==> src/rtl/multicycle_ctrl_if.sv <==
// Control bus between the multi-cycle controller (master) and the shared MIPS datapath (slave).
interface multicycle_ctrl_if #(parameter int CNT_W = 32);
  logic [31:0]      instr;
  logic             eq;
  logic             imem_ready;
  logic             dmem_ready;
  logic             PCWr;
  logic             IRWr;
  logic             WeGrf;
  logic             WeDm;
  logic [1:0]       RegDst;
  logic [1:0]       WhichtoReg;
  logic             AluSrc;
  logic [2:0]       AluOp;
  logic             sign;
  logic             branch;
  logic             JType;
  logic             JReg;
  logic [2:0]       state;
  logic             retire;
  logic [CNT_W-1:0] retired;

  modport master (
    input  instr, eq, imem_ready, dmem_ready,
    output PCWr, IRWr, WeGrf, WeDm, RegDst, WhichtoReg, AluSrc, AluOp,
           sign, branch, JType, JReg, state, retire, retired
  );

  modport slave (
    output instr, eq, imem_ready, dmem_ready,
    input  PCWr, IRWr, WeGrf, WeDm, RegDst, WhichtoReg, AluSrc, AluOp,
           sign, branch, JType, JReg, state, retire, retired
  );
endinterface

==> src/rtl/multicycle_ctrl.sv <==
// Multi-cycle MIPS control FSM: sequences PC/IR/GRF/DM strobes per state and counts retired instructions.
//   state | meaning
//   IF    | wait for imem_ready, latch IR and advance PC by 4
//   ID    | decode; jumps and nops finish here
//   EXE   | ALU operation; beq resolves and finishes here
//   MEM   | DM access for lw/sw, held until dmem_ready
//   WB    | GRF write-back
module multicycle_ctrl #(
  parameter int CNT_W = 32
) (
  input logic                clk,
  input logic                reset,
  multicycle_ctrl_if.master  bus
);

  typedef enum logic [2:0] {
    S_IF  = 3'd0,
    S_ID  = 3'd1,
    S_EXE = 3'd2,
    S_MEM = 3'd3,
    S_WB  = 3'd4
  } state_t;

  state_t           state_q, state_d;
  logic [CNT_W-1:0] retired_q;
  logic [5:0]       op, funct;
  logic             is_rtype, is_addu, is_subu, is_jr, is_ori, is_lw, is_sw;
  logic             is_beq, is_lui, is_j, is_jal, is_exe_op;
  logic             alu_src, sign_ext;
  logic [2:0]       alu_op;
  logic             unused_instr_bits;

  assign op       = bus.instr[31:26];
  assign funct    = bus.instr[5:0];
  assign is_rtype = (op == 6'b000000);
  assign is_addu  = is_rtype && (funct == 6'b100001);
  assign is_subu  = is_rtype && (funct == 6'b100011);
  assign is_jr    = is_rtype && (funct == 6'b001000);
  assign is_ori   = (op == 6'b001101);
  assign is_lw    = (op == 6'b100011);
  assign is_sw    = (op == 6'b101011);
  assign is_beq   = (op == 6'b000100);
  assign is_lui   = (op == 6'b001111);
  assign is_j     = (op == 6'b000010);
  assign is_jal   = (op == 6'b000011);
  assign is_exe_op = is_addu | is_subu | is_ori | is_lw | is_sw | is_beq | is_lui;
  assign unused_instr_bits = ^bus.instr[25:6];

  // ALU controls are a pure function of the held IR, so EXE, MEM and WB present identical values.
  assign alu_src  = is_ori | is_lui | is_lw | is_sw;
  assign sign_ext = is_lw | is_sw | is_beq;
  assign alu_op   = (is_subu | is_beq) ? 3'd1 :
                    is_ori             ? 3'd2 :
                    is_lui             ? 3'd3 : 3'd0;

  always_ff @(posedge clk or negedge reset) begin
    if (!reset) begin
      state_q   <= S_IF;
      retired_q <= '0;
    end else begin
      state_q <= state_d;
      if (bus.retire) retired_q <= retired_q + 1'b1;
    end
  end

  // Everything is gated by reset so that an async reset drops every strobe in the same instant.
  always_comb begin
    state_d        = state_q;
    bus.PCWr       = 1'b0;
    bus.IRWr       = 1'b0;
    bus.WeGrf      = 1'b0;
    bus.WeDm       = 1'b0;
    bus.RegDst     = 2'd0;
    bus.WhichtoReg = 2'd0;
    bus.AluSrc     = 1'b0;
    bus.AluOp      = 3'd0;
    bus.sign       = 1'b0;
    bus.branch     = 1'b0;
    bus.JType      = 1'b0;
    bus.JReg       = 1'b0;
    bus.retire     = 1'b0;
    if (reset) begin
      case (state_q)
        S_IF: begin
          if (bus.imem_ready) begin
            bus.PCWr = 1'b1;
            bus.IRWr = 1'b1;
            state_d  = S_ID;
          end
        end
        S_ID: begin
          if (is_j) begin
            bus.PCWr   = 1'b1;
            bus.JType  = 1'b1;
            bus.retire = 1'b1;
            state_d    = S_IF;
          end else if (is_jr) begin
            bus.PCWr   = 1'b1;
            bus.JReg   = 1'b1;
            bus.retire = 1'b1;
            state_d    = S_IF;
          end else if (is_jal) begin
            bus.PCWr       = 1'b1;
            bus.JType      = 1'b1;
            bus.WeGrf      = 1'b1;
            bus.RegDst     = 2'd2;
            bus.WhichtoReg = 2'd2;
            bus.retire     = 1'b1;
            state_d        = S_IF;
          end else if (is_exe_op) begin
            state_d = S_EXE;
          end else begin
            bus.retire = 1'b1;
            state_d    = S_IF;
          end
        end
        S_EXE: begin
          bus.AluSrc = alu_src;
          bus.AluOp  = alu_op;
          bus.sign   = sign_ext;
          if (is_beq) begin
            bus.branch = 1'b1;
            bus.PCWr   = bus.eq;
            bus.retire = 1'b1;
            state_d    = S_IF;
          end else if (is_lw || is_sw) begin
            state_d = S_MEM;
          end else begin
            state_d = S_WB;
          end
        end
        S_MEM: begin
          bus.AluSrc = alu_src;
          bus.AluOp  = alu_op;
          bus.sign   = sign_ext;
          bus.WeDm   = is_sw;
          if (bus.dmem_ready) begin
            if (is_sw) begin
              bus.retire = 1'b1;
              state_d    = S_IF;
            end else begin
              state_d = S_WB;
            end
          end
        end
        S_WB: begin
          bus.AluSrc     = alu_src;
          bus.AluOp      = alu_op;
          bus.sign       = sign_ext;
          bus.WeGrf      = 1'b1;
          bus.RegDst     = is_rtype ? 2'd1 : 2'd0;
          bus.WhichtoReg = is_lw ? 2'd1 : 2'd0;
          bus.retire     = 1'b1;
          state_d        = S_IF;
        end
        default: state_d = S_IF;
      endcase
    end
  end

  assign bus.state   = state_q;
  assign bus.retired = retired_q;

endmodule

==> src/flat_wrapper.sv <==
// flat-port wrapper written by rule: the top's interface ports become plain ports
module multicycle_ctrl_flat 
#(
  parameter int CNT_W = 32
)
  (clk, reset, bus_instr, bus_eq, bus_imem_ready, bus_dmem_ready, bus_PCWr, bus_IRWr, bus_WeGrf, bus_WeDm, bus_RegDst, bus_WhichtoReg, bus_AluSrc, bus_AluOp, bus_sign, bus_branch, bus_JType, bus_JReg, bus_state, bus_retire, bus_retired);
  multicycle_ctrl_if #(.CNT_W(CNT_W)) bus_i ();
  input logic clk;
  input logic reset;
  input wire logic [$bits(bus_i.instr)-1:0] bus_instr;
  input wire logic [$bits(bus_i.eq)-1:0] bus_eq;
  input wire logic [$bits(bus_i.imem_ready)-1:0] bus_imem_ready;
  input wire logic [$bits(bus_i.dmem_ready)-1:0] bus_dmem_ready;
  output wire logic [$bits(bus_i.PCWr)-1:0] bus_PCWr;
  output wire logic [$bits(bus_i.IRWr)-1:0] bus_IRWr;
  output wire logic [$bits(bus_i.WeGrf)-1:0] bus_WeGrf;
  output wire logic [$bits(bus_i.WeDm)-1:0] bus_WeDm;
  output wire logic [$bits(bus_i.RegDst)-1:0] bus_RegDst;
  output wire logic [$bits(bus_i.WhichtoReg)-1:0] bus_WhichtoReg;
  output wire logic [$bits(bus_i.AluSrc)-1:0] bus_AluSrc;
  output wire logic [$bits(bus_i.AluOp)-1:0] bus_AluOp;
  output wire logic [$bits(bus_i.sign)-1:0] bus_sign;
  output wire logic [$bits(bus_i.branch)-1:0] bus_branch;
  output wire logic [$bits(bus_i.JType)-1:0] bus_JType;
  output wire logic [$bits(bus_i.JReg)-1:0] bus_JReg;
  output wire logic [$bits(bus_i.state)-1:0] bus_state;
  output wire logic [$bits(bus_i.retire)-1:0] bus_retire;
  output wire logic [$bits(bus_i.retired)-1:0] bus_retired;
  assign bus_i.instr = bus_instr;
  assign bus_i.eq = bus_eq;
  assign bus_i.imem_ready = bus_imem_ready;
  assign bus_i.dmem_ready = bus_dmem_ready;
  assign bus_PCWr = bus_i.PCWr;
  assign bus_IRWr = bus_i.IRWr;
  assign bus_WeGrf = bus_i.WeGrf;
  assign bus_WeDm = bus_i.WeDm;
  assign bus_RegDst = bus_i.RegDst;
  assign bus_WhichtoReg = bus_i.WhichtoReg;
  assign bus_AluSrc = bus_i.AluSrc;
  assign bus_AluOp = bus_i.AluOp;
  assign bus_sign = bus_i.sign;
  assign bus_branch = bus_i.branch;
  assign bus_JType = bus_i.JType;
  assign bus_JReg = bus_i.JReg;
  assign bus_state = bus_i.state;
  assign bus_retire = bus_i.retire;
  assign bus_retired = bus_i.retired;
  multicycle_ctrl #(.CNT_W(CNT_W)) u_core (.clk(clk), .reset(reset), .bus(bus_i));
endmodule
==> config.mk <==
export PLATFORM = sky130hd
export DESIGN_NAME = multicycle_ctrl_flat
export DESIGN_NICKNAME = d
export VERILOG_FILES = /design/src/rtl/multicycle_ctrl_if.sv /design/src/rtl/multicycle_ctrl.sv /design/src/flat_wrapper.sv
export SDC_FILE = /design/constraint.sdc
export NUM_CORES = 1
export LEC_CHECK = 0
export ABC_AREA = 1
export ABC_CLOCK_PERIOD_IN_PS = 1580
export CAP_MARGIN = 20
export CORE_ASPECT_RATIO = 1.1
export CORE_MARGIN = 2
export CORE_UTILIZATION = 42
export DETAILED_ROUTE_END_ITERATION = 16
export PLACE_DENSITY = 0.81
export SLEW_MARGIN = 15
export SYNTH_ARGS = -nofsm -noshare
export SYNTH_HDL_FRONTEND = slang
export SYNTH_SLANG_ARGS = --single-unit
==> constraint.sdc <==
create_clock -name clk -period 1.58 [get_ports clk]
set_input_delay 0.158 -clock clk [delete_from_list [all_inputs] [get_ports clk]]
set_output_delay 0.158 -clock clk [all_outputs]
set_load 0.02 [all_outputs]
# Word level (Yosys, flattened, before mapping)
# Cells that the tools add are included.
dict set report op_classes {
  reduce_logical 8
  addsub 1
  bitwise_logic 12
  n_eq_ne 16
  muxes 61
}
# cell count
set op_table {}
lappend op_table {{1-bit 2-to-1 mux} 36}
lappend op_table {{3-bit 2-to-1 mux} 12}
lappend op_table {{32-bit by 1-bit adder with 32-bit output, second input constant} 1}
lappend op_table {{6-bit == test, second input constant} 4}
lappend op_table {{6-bit by 4-bit == test with 1-bit output, second input constant} 3}
lappend op_table {{2-bit 2-to-1 mux} 7}
lappend op_table {{6-bit by 2-bit == test with 1-bit output, second input constant} 2}
lappend op_table {{1-bit bitwise OR} 12}
lappend op_table {{3-bit one-hot mux with 4 select lines} 1}
lappend op_table {{2-bit one-hot mux with 2 select lines} 2}
lappend op_table {{3-bit by 2-bit == test with 1-bit output, second input constant} 2}
lappend op_table {{6-bit by 3-bit == test with 1-bit output, second input constant} 1}
lappend op_table {{6-bit zero test} 1}
lappend op_table {{2-bit != test, second input constant} 2}
lappend op_table {{1-bit one-hot mux with 4 select lines} 1}
lappend op_table {{3-bit by 1-bit == test with 1-bit output, second input constant} 1}
lappend op_table {{3-bit == test, second input constant} 1}
lappend op_table {{1-bit logical AND} 3}
lappend op_table {{3-bit zero test} 1}
lappend op_table {{1-bit one-hot mux with 3 select lines} 1}
lappend op_table {{3-bit AND reduction} 1}
lappend op_table {{3-bit OR reduction} 1}
lappend op_table {{1-bit one-hot mux with 2 select lines} 1}
lappend op_table {{1-bit logical OR} 1}
dict set report word_totals {
  out_inout_bits 52
  ff_bits 35
  inputBits 37
}

# Logic depth before layout (Yosys ltp)
# Gate-level depths: netlist (run 1).
dict set report logic_depth {
  word_depth 14
  depth_mapped 11
  depth_no_buf 10
}

# Worst setup path after synthesis (run 1)
# No wires, ideal clock.
dict set report synth_timing {
  path_kind {reg2reg}
  from {reg u_core.retired_q[0], in the netlist u_core.bus.retired[0]}
  to {reg u_core.retired_q[28], in the netlist u_core.bus.retired[28]}
  path_slack_ps -154
  path_stages_with_launch 11
  n_path_buf 0
  required_ps 1463
  arrival_ps 1616
  setup_ps 117
  path_cell_list {dfrtp_1 > ha_1 > inv_1 > nor2_1 > inv_1 > nor2_1 > nand2_1 > nand2_1 > nand2_1 > nand3_1 > nand2_1}
}
dict set report synth_via {
  elab_chain_len 1
}
# element line_no
set synth_rtl {}
lappend synth_rtl {{start, declared} multicycle_ctrl.sv:25} ;# logic [CNT_W-1:0] retired_q;
lappend synth_rtl {{start signal, assigned} multicycle_ctrl.sv:62} ;# if (bus.retire) retired_q <= retired_q + 1'b1;
lappend synth_rtl {{32-bit by 1-bit adder with 32-bit output} multicycle_ctrl.sv:62}
# No other way between the ends.
# A chain may end at the register's enable or synchronous reset.

# Worst setup path in the final report (run 1)
dict set report layout_timing {
  from {reg u_core.state_q[1], in the netlist u_core.bus.state[1]}
  to {out bus_PCWr}
}
dict set report layout_via {
  elab_chain_len 3
}
# element line_no
set layout_rtl {}
lappend layout_rtl {{start, declared} multicycle_ctrl.sv:24} ;# state_t state_q, state_d;
lappend layout_rtl {{start signal, assigned} multicycle_ctrl.sv:61} ;# state_q <= state_d;
lappend layout_rtl {{3-bit by 2-bit == test with 1-bit output, or another cell as far along} multicycle_ctrl.sv:83} ;# case (state_q)
lappend layout_rtl {{1-bit one-hot mux with 3 select lines (*)} multicycle_ctrl.sv:83}
lappend layout_rtl {{1-bit 2-to-1 mux (*)} multicycle_ctrl.sv:82} ;# if (reset) begin
lappend layout_rtl {{end, declared} flat_wrapper.sv:14} ;# output wire logic [$bits(bus_i.PCWr)-1:0] bus_PCWr;
# Every way passes the cells marked *; elsewhere a longest branch is shown, timed or not.

==> results.md, run 1 <==
* First-pass GRT wire length at 15.0 mm
* Syn nets at 480
* Hold slack at between 0.07 and 0.08 ns
* CP arrival at between 1.5 and 2 ns
* Setup Slack @ Placement at -0.676 ns
* Synth warn at 0
* Required time worst endpoint at around 1.4 ns
* Initial DRC Count at 209
* ANT nets after route at 0
* Clk root buf: clkbuf_8
* Layout overhead on the synthesized area at 54.3%
* Cell taking the most area after synthesis: dfrtp_1
* Vias in the first global route at 3,265
* Inst Count DP at 631
* Post-Layout Inst Area at 4200 um^2
* I/O Buffers at 67
* Status: finished with violations
* I/O pin count at 89
* Placement Rows at 30
* Critical-path cell list: inv_2 > buf_6 > nor3_4 > buf_6 > nand3_2 > nand2_2 > a21oi_2 > nor2_1 > buf_4
* Final min period at 1.78 ns
* Worst-path clk slew at 0.07 ns
* Die Area at 7130 um^2
* Fin util at 0.673
* Register bit count reported by yosys at 35
* H-tree depth at 2
* Cts bufs inserted at 5
* Least-Margin Pin Slew at 0.589 ns
* Clk sink count at 35
* Layout Skew at just over 0.006 ns
* Gpl congestion at 0.940
* Fmax achieved at between 500 and 600 MHz
* Initial Util at 0.436
* Total track usage at 0.269
* CP max stage cell: dfrtp_2
* Gr ovfl total at 0
* Synth Instances at 442
* RSZ-0062 raised after global routing: true
* Clk Latency, worst-skew pair at 0.29 ns
* Max cap viols at 0
* Commonest cells after routing, fill and taps aside: nand2_1 (181), buf_4 (67), nor2_1 (62), nand3_1 (42), dfrtp_1 (32)
* Pwr dens at 785 nW/um^2
* DRT Wirelength at 9.39 mm
* Number of fill cells at around 500
* Synthesized area at 2720 um^2
* VDD IR max at 0.924 mV
* Pre-antenna DRT Iters at 5
* Pleak at between 2 and 2.5 nW
* Final worst slack at -0.197 ns
* Antenna Cells at 0
* Total negative setup slack at -5.46 ns
* Crit-path max FO at 3
* Final std cells w/o fill at 650
* Initial antenna violation count at 0
* Core area at 6230 um^2
* Die H at 88.4 um
* Die X at roughly 81 um
* Largest net degree at the start of global routing at 57
* Total power at between 3 and 4 mW
* Routed len/inst at 14.4 um
* Most common cell after layout, fill and taps aside: nand2_1
* Routing usage on met1 at 0.326
* Drt drc at 0
* Via count at 3,378
* Failing checks: negative setup slack
* Fin. Hold Viols at 0
* Fin. max-slew vios at 0
* Final setup viols at 48
* Sequential area share after synthesis at 0.322
* Worst Hold Class: input pin to async pin
* CP dominant cell by count: buf_6
* Netlist cell types at 27
* CTS tree: yes
* Area after DPL at 3820 um^2
* Met2 global-route usage at 0.473
* Slew Limit Headroom at 0.607
* Slowest stage delay, CP at 0.39 ns
* Vias per Instance at 5.20
* Grt met3 use at 0.0388
* Critical Path Source Type: flop
* Largest cells by area after synthesis: dfrtp_1 (32%), nand2_1 (26%), nor2_1 (10%), nand3_1 (8.5%), nand3b_1 (3.9%)
* CP Capture Type: output port
* Max clock buf depth at 2
* GRT Max-Usage Layer: met2
* Nets at 608
* Layout cells sized above 1 at 0.247
* Crit path kind: flop to output port
* Final worst-path cycle share at 1.12
* HPWL after DPL at 6.58 mm
* Synth top area share at 0.322
* Synth Area per Inst at between 6 and 7 um^2
==> cell type report <==
| class | instances | area (um^2) | share of cell area |
|---|---|---|---|
| Clock inverter | 1 | 5.00 | 0.00119 |
| Clock buffer | 6 | 82.6 | 0.0197 |
| Tap cell | 80 | 100 | 0.0239 |
| Inverter | 29 | 114 | 0.0271 |
| Timing Repair Buffer | 133 | 1190 | 0.284 |
| Multi-Input combinational cell | 366 | 1820 | 0.435 |
| Sequential cell | 35 | 880 | 0.210 |
==> logic make-up (layout without fill, tap and decap cells) <==
logic type | Yosys count | count (layout) | synth area share
buffers and inverters | 41 | 169 | 0.0699
adder cells (fa/ha/maj) | 1 | 1 | 0.00460
AND/OR/NAND/NOR | 335 | 335 | 0.526
XOR/XNOR | 15 | 15 | 0.0483
other | 1 | 1 | 0.00138
flip-flops | 35 | 35 | 0.322
AO/OA/AOI/OAI | 14 | 14 | 0.0281
==> flip-flops by register name, indices dropped and copies added, names as in the netlist <==
signal	flops
u_core.bus.retired	32
u_core.bus.state	3
==> synthesized netlist by cell type (all sizes together) <==
| cell type | count |
|---|---|
| nor3 | 3 |
| nor2 | 80 |
| nand3b | 14 |
| o31ai | 1 |
| ha | 1 |
| nand2 | 188 |
| o21ai | 9 |
| dfrtp | 35 |
| nand4 | 1 |
| nand3 | 48 |
| xor2 | 11 |
| buf | 8 |
| inv | 29 |
| clkbuf | 4 |
| nor4 | 1 |
| conb | 1 |
| xnor2 | 4 |
| a21oi | 4 |
==> worst paths after layout <==
check                                                        start                            endpoint  slack [ns]  cells after the start
min in group clk                u_core.bus.retired[31]$_DFFE_PN0P_  u_core.bus.retired[31]$_DFFE_PN0P_        0.52                      2
worst min register to register  u_core.bus.retired[31]$_DFFE_PN0P_  u_core.bus.retired[31]$_DFFE_PN0P_        0.52                      2
worst min-delay path                                         reset  u_core.bus.retired[28]$_DFFE_PN0P_        0.08                      3
worst max-delay path               u_core.bus.state[1]$_DFFE_PN0P_                            bus_PCWr       -0.20                      9
max in group asynchronous                                    reset     u_core.bus.state[2]$_DFFE_PN0P_        0.87                      3
worst max register to register     u_core.bus.state[2]$_DFFE_PN0P_  u_core.bus.retired[29]$_DFFE_PN0P_       -0.17                     10
==> report_power, final <==
part           leakage [nW]  switching (mW)  total [mW]  internal (mW)
sequential            0.478          0.0771        1.04          0.968
clock                0.0470           0.331       0.673          0.342
combinational          1.75           0.932        1.58          0.643
==> what timing repair did <==
item	4_1_cts	5_1_grt
gates resized for setup	130	40
pin swaps	14	11
endpoints found under the hold margin	3	0
hold buffers	1	0
setup buffers	9	3
setup endpoints to repair	53	61
==> worst max-delay path, delay by kind of cell, from the launching register on <==
kind / cells / cell delay (ns)
simple gates: 4 / 0.44
buf+inv: 4 / 0.45
compound gates: 1 / 0.03
flops: 1 / 0.39
==> layer usage <==
metal  routed length [um]  part of all wire  vias up
met5                    0                 0        -
met4                  374             0.040        0
met3                  501             0.053       36
met2                 4670              0.50      134
met1                 3840              0.41     1572
li1                     -                 -     1636
(Power assumes the default switching activity.)
==> run 2, diff against run 1 <==
--- a/config.mk
+++ b/config.mk
@@ -10,9 +10,10 @@
 export CAP_MARGIN = 20
 export CORE_ASPECT_RATIO = 1.1
 export CORE_MARGIN = 2
-export CORE_UTILIZATION = 42
+export CORE_UTILIZATION = 30
+export CTS_CLUSTER_SIZE = 16
 export DETAILED_ROUTE_END_ITERATION = 16
-export PLACE_DENSITY = 0.81
+export PLACE_DENSITY = 0.62
 export SLEW_MARGIN = 15
 export SYNTH_ARGS = -nofsm -noshare
 export SYNTH_HDL_FRONTEND = slang
==> run 2 against run 1 <==
  * The flow still finishes with violations (negative setup slack)
  * Non-clock buffer count fell by 3
  * Design area rose by 0.75%
  * Combinational power rose by 3%
  * Count of clock-buffer cells in the layout did not move
  * Maximum frequency fell by 0.30%
  * Register-to-register slack improved by 0.10 ns
  * Core utilization fell by 19 points
  * Critical endpoint is now bus_retire
  * Largest cell class unchanged
  * Largest power group unchanged
==> results.md, run 2 (same netlist as run 1, synthesis figures left out) <==
* Worst path bufs/invs at 4 (unchanged)
* Pwr dens at 835 nW/um^2 (was 785 nW/um^2)
* Most common cell after layout, fill and taps aside: nand2_1 (unchanged)
* Initial DRC Count at 92 (was 209)
* Slowest stage delay, CP at 0.53 ns (was 0.39 ns)
* Commonest cells after routing, fill and taps aside: nand2_1 (180), buf_4 (65), nor2_1 (63), nand3_1 (44), dfrtp_1 (31) (was nand2_1 (181), buf_4 (67), nor2_1 (62), nand3_1 (42), dfrtp_1 (32))
* Grt met3 use at 0.0415 (was 0.0388)
* Gr ovfl total at 0 (unchanged)
* Least-Margin Pin Slew at 0.692 ns (was 0.589 ns)
* Failing checks: negative setup slack (unchanged)
* Gpl congestion at 0.857 (was 0.940)
* CP arrival at 1.62 ns (about the same)
* Max clock buf depth at 2 (unchanged)
* Fin util at 0.479 (was 0.673)
* R2R cell count at 10 (unchanged)
* RSZ-0062 raised after global routing: true (unchanged)
* Worst-path clk slew at 0.08 ns (was 0.07 ns)
* Pre-antenna DRT Iters at 4 (was 5)
* Final worst slack at -0.202 ns (was -0.197 ns)
* Flip-flop count of the largest register after layout at 32 (unchanged)
* Largest net degree at the start of global routing at 65 (was 57)
* CP Capture Type: output port (unchanged)
* Drt drc at 0 (unchanged)
* Vias per Instance at 4.64 (was 5.20)
* ANT nets after route at 0 (unchanged)
* Number of fill cells at 934 (was 513)
* Clk sink count at 35 (unchanged)
* Met2 global-route usage at 0.330 (was 0.473)
* Final setup viols at 45 (was 48)
* Routed len/inst at 13.1 um (was 14.4 um)
* Critical R2R Capture: u_core.bus.retired[4]$_DFFE_PN0P_ (was u_core.bus.retired[29]$_DFFE_PN0P_)
* Total power at 3.53 mW (was 3.29 mW)
* Die H at 104 um (was 88.4 um)
* Max cap viols at 0 (unchanged)
* Required time worst endpoint at 1.42 ns (about the same)
* Vias in the first global route at 3,146 (was 3,265)
* Fin. Hold Viols at 0 (unchanged)
* Layout overhead on the synthesized area at 55.5% (was 54.3%)
* Final worst-path cycle share at 1.13 (was 1.12)
* Final min period at 1.78 ns (about the same)
* Placement Rows at 36 (was 30)
* Fmax achieved at 561 MHz (was 563 MHz)
* GRT Max-Usage Layer: met2 (unchanged)
* Clk root buf: clkbuf_8 (unchanged)
* Crit path kind: input pin to output port (was flop to output port)
* VDD IR max at 0.375 mV (was 0.924 mV)
* Slew Limit Headroom at 0.539 (was 0.607)
* Layout Skew at 0.0160 ns (was 0.00608 ns)
* Antenna Cells at 0 (unchanged)
* Layout cells sized above 1 at 0.239 (was 0.247)
* Crit. Startpoint: bus_instr[31] (was u_core.bus.state[1]$_DFFE_PN0P_)
* Nets at 605 (was 608)
* Inst Count DP at 666 (was 631)
* Die X at 94.8 um (was 80.7 um)
* Initial antenna violation count at 0 (unchanged)
* CTS tree: yes (unchanged)
* Total track usage at 0.186 (was 0.269)
* Routing usage on met1 at 0.217 (was 0.326)
* First-pass GRT wire length at 14.6 mm (was 15.0 mm)
* Worst Hold Class: input pin to async pin (unchanged)
* Crit-path max FO at 4 (was 3)
* Die Area at 9840 um^2 (was 7130 um^2)
* Pleak at 2.30 nW (was 2.27 nW)
* Final std cells w/o fill at 682 (was 650)
* I/O pin count at 89 (unchanged)
* H-tree depth at 2 (unchanged)
* Cts bufs inserted at 5 (unchanged)
* Reg2reg start: u_core.bus.state[0]$_DFFE_PN0P_ (was u_core.bus.state[2]$_DFFE_PN0P_)
* HPWL after DPL at 6.59 mm (was 6.58 mm)
* Fin. max-slew vios at 0 (unchanged)
* I/O Buffers at 67 (unchanged)
* Critical-path cell list: clkdlybuf4s50_1 > inv_1 > nor2_4 > nand3_2 > nand2_1 > nor2_1 > nand3_1 > nand2_4 > nand2_4 > inv_1 > buf_4 (was inv_2 > buf_6 > nor3_4 > buf_6 > nand3_2 > nand2_2 > a21oi_2 > nor2_1 > buf_4)
* Initial Util at 0.308 (was 0.436)
* Status: finished with violations (unchanged)
* Core area at 8830 um^2 (was 6230 um^2)
* DRT Wirelength at 8.94 mm (was 9.39 mm)
* Critical Path Source Type: input pin (was flop)
* CP top delay family: buffers and inverters (unchanged)
* Via count at 3,164 (was 3,378)
* Hold slack at 0.196 ns (was 0.0768 ns)
* CP max stage cell: clkdlybuf4s50_1 (was dfrtp_2)
* Clk Latency, worst-skew pair at 0.31 ns (was 0.29 ns)
* Reg2Reg Setup Slack at -0.07 ns (was -0.17 ns)
run 2: changes by cell type in the layout (fill, tap and decap cells not counted), moves of 2 or more:
cell and change:
buf_4 -2, nand3_1 +2, buf_12 +2, buf_6 -4, inv_2 +2, inv_4 -2
nand3_4 -2
run 2: worst max-delay path by stage:
stage                                         endpoint  slack, ns  cells past startpoint
finish                                      bus_retire      -0.20                     11
global route                                  bus_PCWr      -0.30                      8
CTS                                           bus_PCWr      -0.21                      9
global placement                            bus_retire      -0.60                     11
detailed placement                          bus_retire      -0.67                     10
floorplan           u_core.bus.retired[28]$_DFFE_PN0P_      -0.02                     10
run 2: final cells by class:
type / instances / area [um^2] / area share
Inverter: 29 / 109 / 0.0258
Tap cell: 114 / 143 / 0.0337
Sequential cell: 35 / 881 / 0.208
Clock buffer: 6 / 82.6 / 0.0195
Clock inverter: 2 / 35.0 / 0.00829
Timing Repair Buffer: 130 / 1190 / 0.282
Multi-Input combinational cell: 366 / 1780 / 0.422
run 2: what timing repair did:
action / 4_1_cts / 5_1_grt
endpoints found under the setup margin: 64 / 61
gates cloned: 0 / 1
endpoints found under the hold margin: 3 / 0
gates resized for setup: 118 / 46
pin swaps: 6 / 13
hold buffers: 1 / 0
buffers inserted: 4 / 3
run 2: stage by stage:
step / setup WS [ns] / setup TNS [ns] / instance area, um^2
2_1_floorplan: -0.0206 / -0.0206 / 2740
3_3_place_gp: -0.604 / -19.26 / 3870
3_5_place_dp: -0.670 / -20.70 / 3870
4_1_cts: -0.212 / -4.94 / 4050
5_1_grt: -0.300 / -7.47 / 4230
6_report: -0.202 / -2.85 / 4230
run 2: worst reg2reg max path: cells and delay by family (launching register included):
family | cells | cell delay (ns)
DFF | 1 | 0.40
buffers and inverters | 3 | 0.47
and+or+nand+nor | 6 | 0.65
AOI/OAI and AO/OA | 1 | 0.07
run 2: where the power goes:
part / internal [mW] / switching [mW]
Clock: 0.511 / 0.352
Combinational: 0.720 / 0.914
Sequential: 0.968 / 0.0667
Total: 2.20 / 1.33
run 2: metal layers:
| layer | up-vias | routed length (um) |
|---|---|---|
| met3 | 14 | 464 |
| met2 | 74 | 4510 |
| met5 | - | 0 |
| li1 | 1635 | - |
| met4 | 0 | 180 |
| met1 | 1441 | 3780 |
==> run 3, diff against run 2 <==
==> constraint.sdc (replaced) <==
create_clock -name clk -period 1.58 [get_ports clk]
set_input_delay 0.158 -clock clk [delete_from_list [all_inputs] [get_ports clk]]
set_output_delay 0.158 -clock clk [all_outputs]
set_load 0.01 [all_outputs]
==> run 3 against run 2 <==
  * The flow still finishes with violations (negative setup slack)
  * Sequential power barely moved
  * Cell count rose by 0.88%
  * Core utilization fell by 1.5 points
  * Routed wire length fell by 1.9%
  * Sequential cell count did not move
  * Register-to-register slack improved by 0.07 ns
  * Clock power fell by 28%
  * Die area did not move
  * First-iteration DRC count rose by 80%
  * Clock skew fell by 0.0088 ns
  * Worst hold slack got worse by 0.13 ns
  * Highest routed layer unchanged
  * Largest power group unchanged
  * Maximum frequency rose by 1.8%
==> results.md, run 3 (same netlist as run 1, synthesis figures left out) <==
* Status: finished with violations (unchanged)
* Failing checks: negative setup slack (unchanged)
* Core area at 8830 um^2 (unchanged)
* Most common cell after layout, fill and taps aside: nand2_1 (unchanged)
* CP arrival at 1.59 ns (was 1.62 ns)
* Total negative setup slack at -1.47 ns (was -2.85 ns)
* Clk root buf: clkbuf_8 (unchanged)
* Total power at 3.04 mW (was 3.53 mW)
* Total track usage at 0.185 (was 0.186)
* GRT Max-Usage Layer: met2 (unchanged)
* Worst Hold Class: input pin to async pin (unchanged)
* Initial Util at 0.308 (unchanged)
* Drt drc at 0 (unchanged)
* Pwr dens at 743 nW/um^2 (was 835 nW/um^2)
* Clk sink count at 35 (unchanged)
* Nets at 613 (was 605)
* CTS tree: yes (unchanged)
* Routed len/inst at 12.7 um (was 13.1 um)
* Critical Path Source Type: flop (was input pin)
* Cts bufs inserted at 5 (unchanged)
* Die H at 104 um (unchanged)
* Final worst slack at -0.170 ns (was -0.202 ns)
* Largest net degree at the start of global routing at 35 (was 65)
* Crit path kind: flop to output port (was input pin to output port)
* Max cap viols at 0 (unchanged)
* Gpl congestion at 0.904 (was 0.857)
* H-tree depth at 2 (unchanged)
* Setup Slack @ Placement at -0.613 ns (was -0.670 ns)
* Final std cells w/o fill at 688 (was 682)
* Required time worst endpoint at 1.42 ns (about the same)
* Pleak at 2.05 nW (was 2.30 nW)
* Antenna Cells at 0 (unchanged)
* Initial DRC Count at 166 (was 92)
* Area after DPL at 3910 um^2 (was 3870 um^2)
* Inst Count DP at 672 (was 666)
* Final min period at 1.75 ns (was 1.78 ns)
* Max clock buf depth at 2 (unchanged)
* DRT Wirelength at 8.77 mm (was 8.94 mm)
* HPWL after DPL at 6.65 mm (was 6.59 mm)
* Die X at 94.8 um (unchanged)
* Worst-path clk slew at 0.07 ns (was 0.08 ns)
* First-pass GRT wire length at 14.8 mm (was 14.6 mm)
* Met2 global-route usage at 0.312 (was 0.330)
* Vias in the first global route at 3,164 (was 3,146)
* Final worst-path cycle share at 1.11 (was 1.13)
* Placement Rows at 36 (unchanged)
* Vias per Instance at 4.76 (was 4.64)
* CP Capture Type: output port (unchanged)
* Fin. max-slew vios at 0 (unchanged)
* Fmax achieved at 571 MHz (was 561 MHz)
* Clk Latency, worst-skew pair at 0.29 ns (was 0.31 ns)
* I/O pin count at 89 (unchanged)
* Commonest cells after routing, fill and taps aside: nand2_1 (183), buf_4 (69), nor2_1 (64), nand3_1 (44), clkdlybuf4s50_1 (41) (was nand2_1 (180), buf_4 (65), nor2_1 (63), nand3_1 (44), dfrtp_1 (31))
* VDD IR max at 0.362 mV (was 0.375 mV)
* Routing usage on met1 at 0.236 (was 0.217)
* Initial antenna violation count at 0 (unchanged)
* Layout overhead on the synthesized area at 50.4% (was 55.5%)
* Die Area at 9840 um^2 (unchanged)
* Post-Layout Inst Area at 4090 um^2 (was 4230 um^2)
* RSZ-0062 raised after global routing: true (unchanged)
* Pre-antenna DRT Iters at 4 (unchanged)
* Layout Skew at 0.00714 ns (was 0.0160 ns)
* I/O Buffers at 67 (unchanged)
* Crit-path max FO at 3 (was 4)
* Layout cells sized above 1 at 0.246 (was 0.239)
* Final setup viols at 17 (was 45)
* Grt met3 use at 0.0342 (was 0.0415)
* Via count at 3,273 (was 3,164)
* Gr ovfl total at 0 (unchanged)
* Flip-flop count of the largest register after layout at 32 (unchanged)
* Fin. Hold Viols at 0 (unchanged)
* ANT nets after route at 0 (unchanged)
run 3: cell types whose count changed in the layout (fill, tap and decap cells not counted), moves of 4 or more:
cell and change:
clkdlybuf4s50_1 +20, buf_2 +13, dlygate4sd2_1 -11, dlymetal6s2s_1 -11
buf_6 -8, nor2_4 -6, nor2_2 +5, buf_4 +4
run 3: timing repair:
action / in CTS / in global routing
hold buffers: 1 / 0
cloned: 0 / 0
gates resized for setup: 97 / 15
endpoints found under the hold margin: 3 / 0
setup endpoints to repair: 48 / 52
buffers inserted: 9 / 1
pin swaps: 12 / 3
run 3: through the flow:
stage               hold slack, ns  utilization
floorplan                   -0.138            -
global placement            0.0890        0.443
detailed placement          0.0970        0.443
CTS                         0.0748        0.458
global route                 0.101        0.463
finish                      0.0640        0.463
run 3: path summary, 6_finish.rpt:
kind | startpoint | slack, ns | end | depth (start not counted)
min in group clk | reset | 0.50 | u_core.bus.state[0]$_DFFE_PN0P_ | 6
max in group asynchronous | reset | 1.00 | u_core.bus.state[2]$_DFFE_PN0P_ | 3
max reg2reg | u_core.bus.state[0]$_DFFE_PN0P_ | 0 | u_core.bus.retired[20]$_DFFE_PN0P_ | 10
max | u_core.bus.state[0]$_DFFE_PN0P_ | -0.17 | bus_retire | 9
min reg2reg | u_core.bus.retired[31]$_DFFE_PN0P_ | 0.52 | u_core.bus.retired[31]$_DFFE_PN0P_ | 2
min | reset | 0.06 | u_core.bus.retired[1]$_DFFE_PN0P_ | 3
run 3: per-layer routing:
metal	share of wire	up-vias
met1	0.43	1493
met4	0.025	0
met3	0.055	19
li1	-	1655
met5	0	-
met2	0.49	106
run 3: report_power, final:
group / total [mW] / internal, mW / switching, mW
clock network: 0.623 / 0.294 / 0.329
logic: 1.39 / 0.609 / 0.779
registers: 1.03 / 0.968 / 0.0613
total: 3.04 / 1.87 / 1.17
run 3: final cells by class:
cell class,instances,area (um^2)
fill,947,4740
clock buffer,6,72.6
tap,114,143
inverter,29,109
multi-input combinational,366,1730
timing repair buffer,138,1150
sequential,35,881
run 3: worst max-delay path, stage by stage (launching register included):
cell	delay, ns
dfrtp_2	0.42
buf_6	0.13
nor3_4	0.20
nand2_1	0.11
o21ai_2	0.08
nor2_2	0.07
nand2_4	0.08
nand2_4	0.06
inv_2	0.05
buf_6	0.09
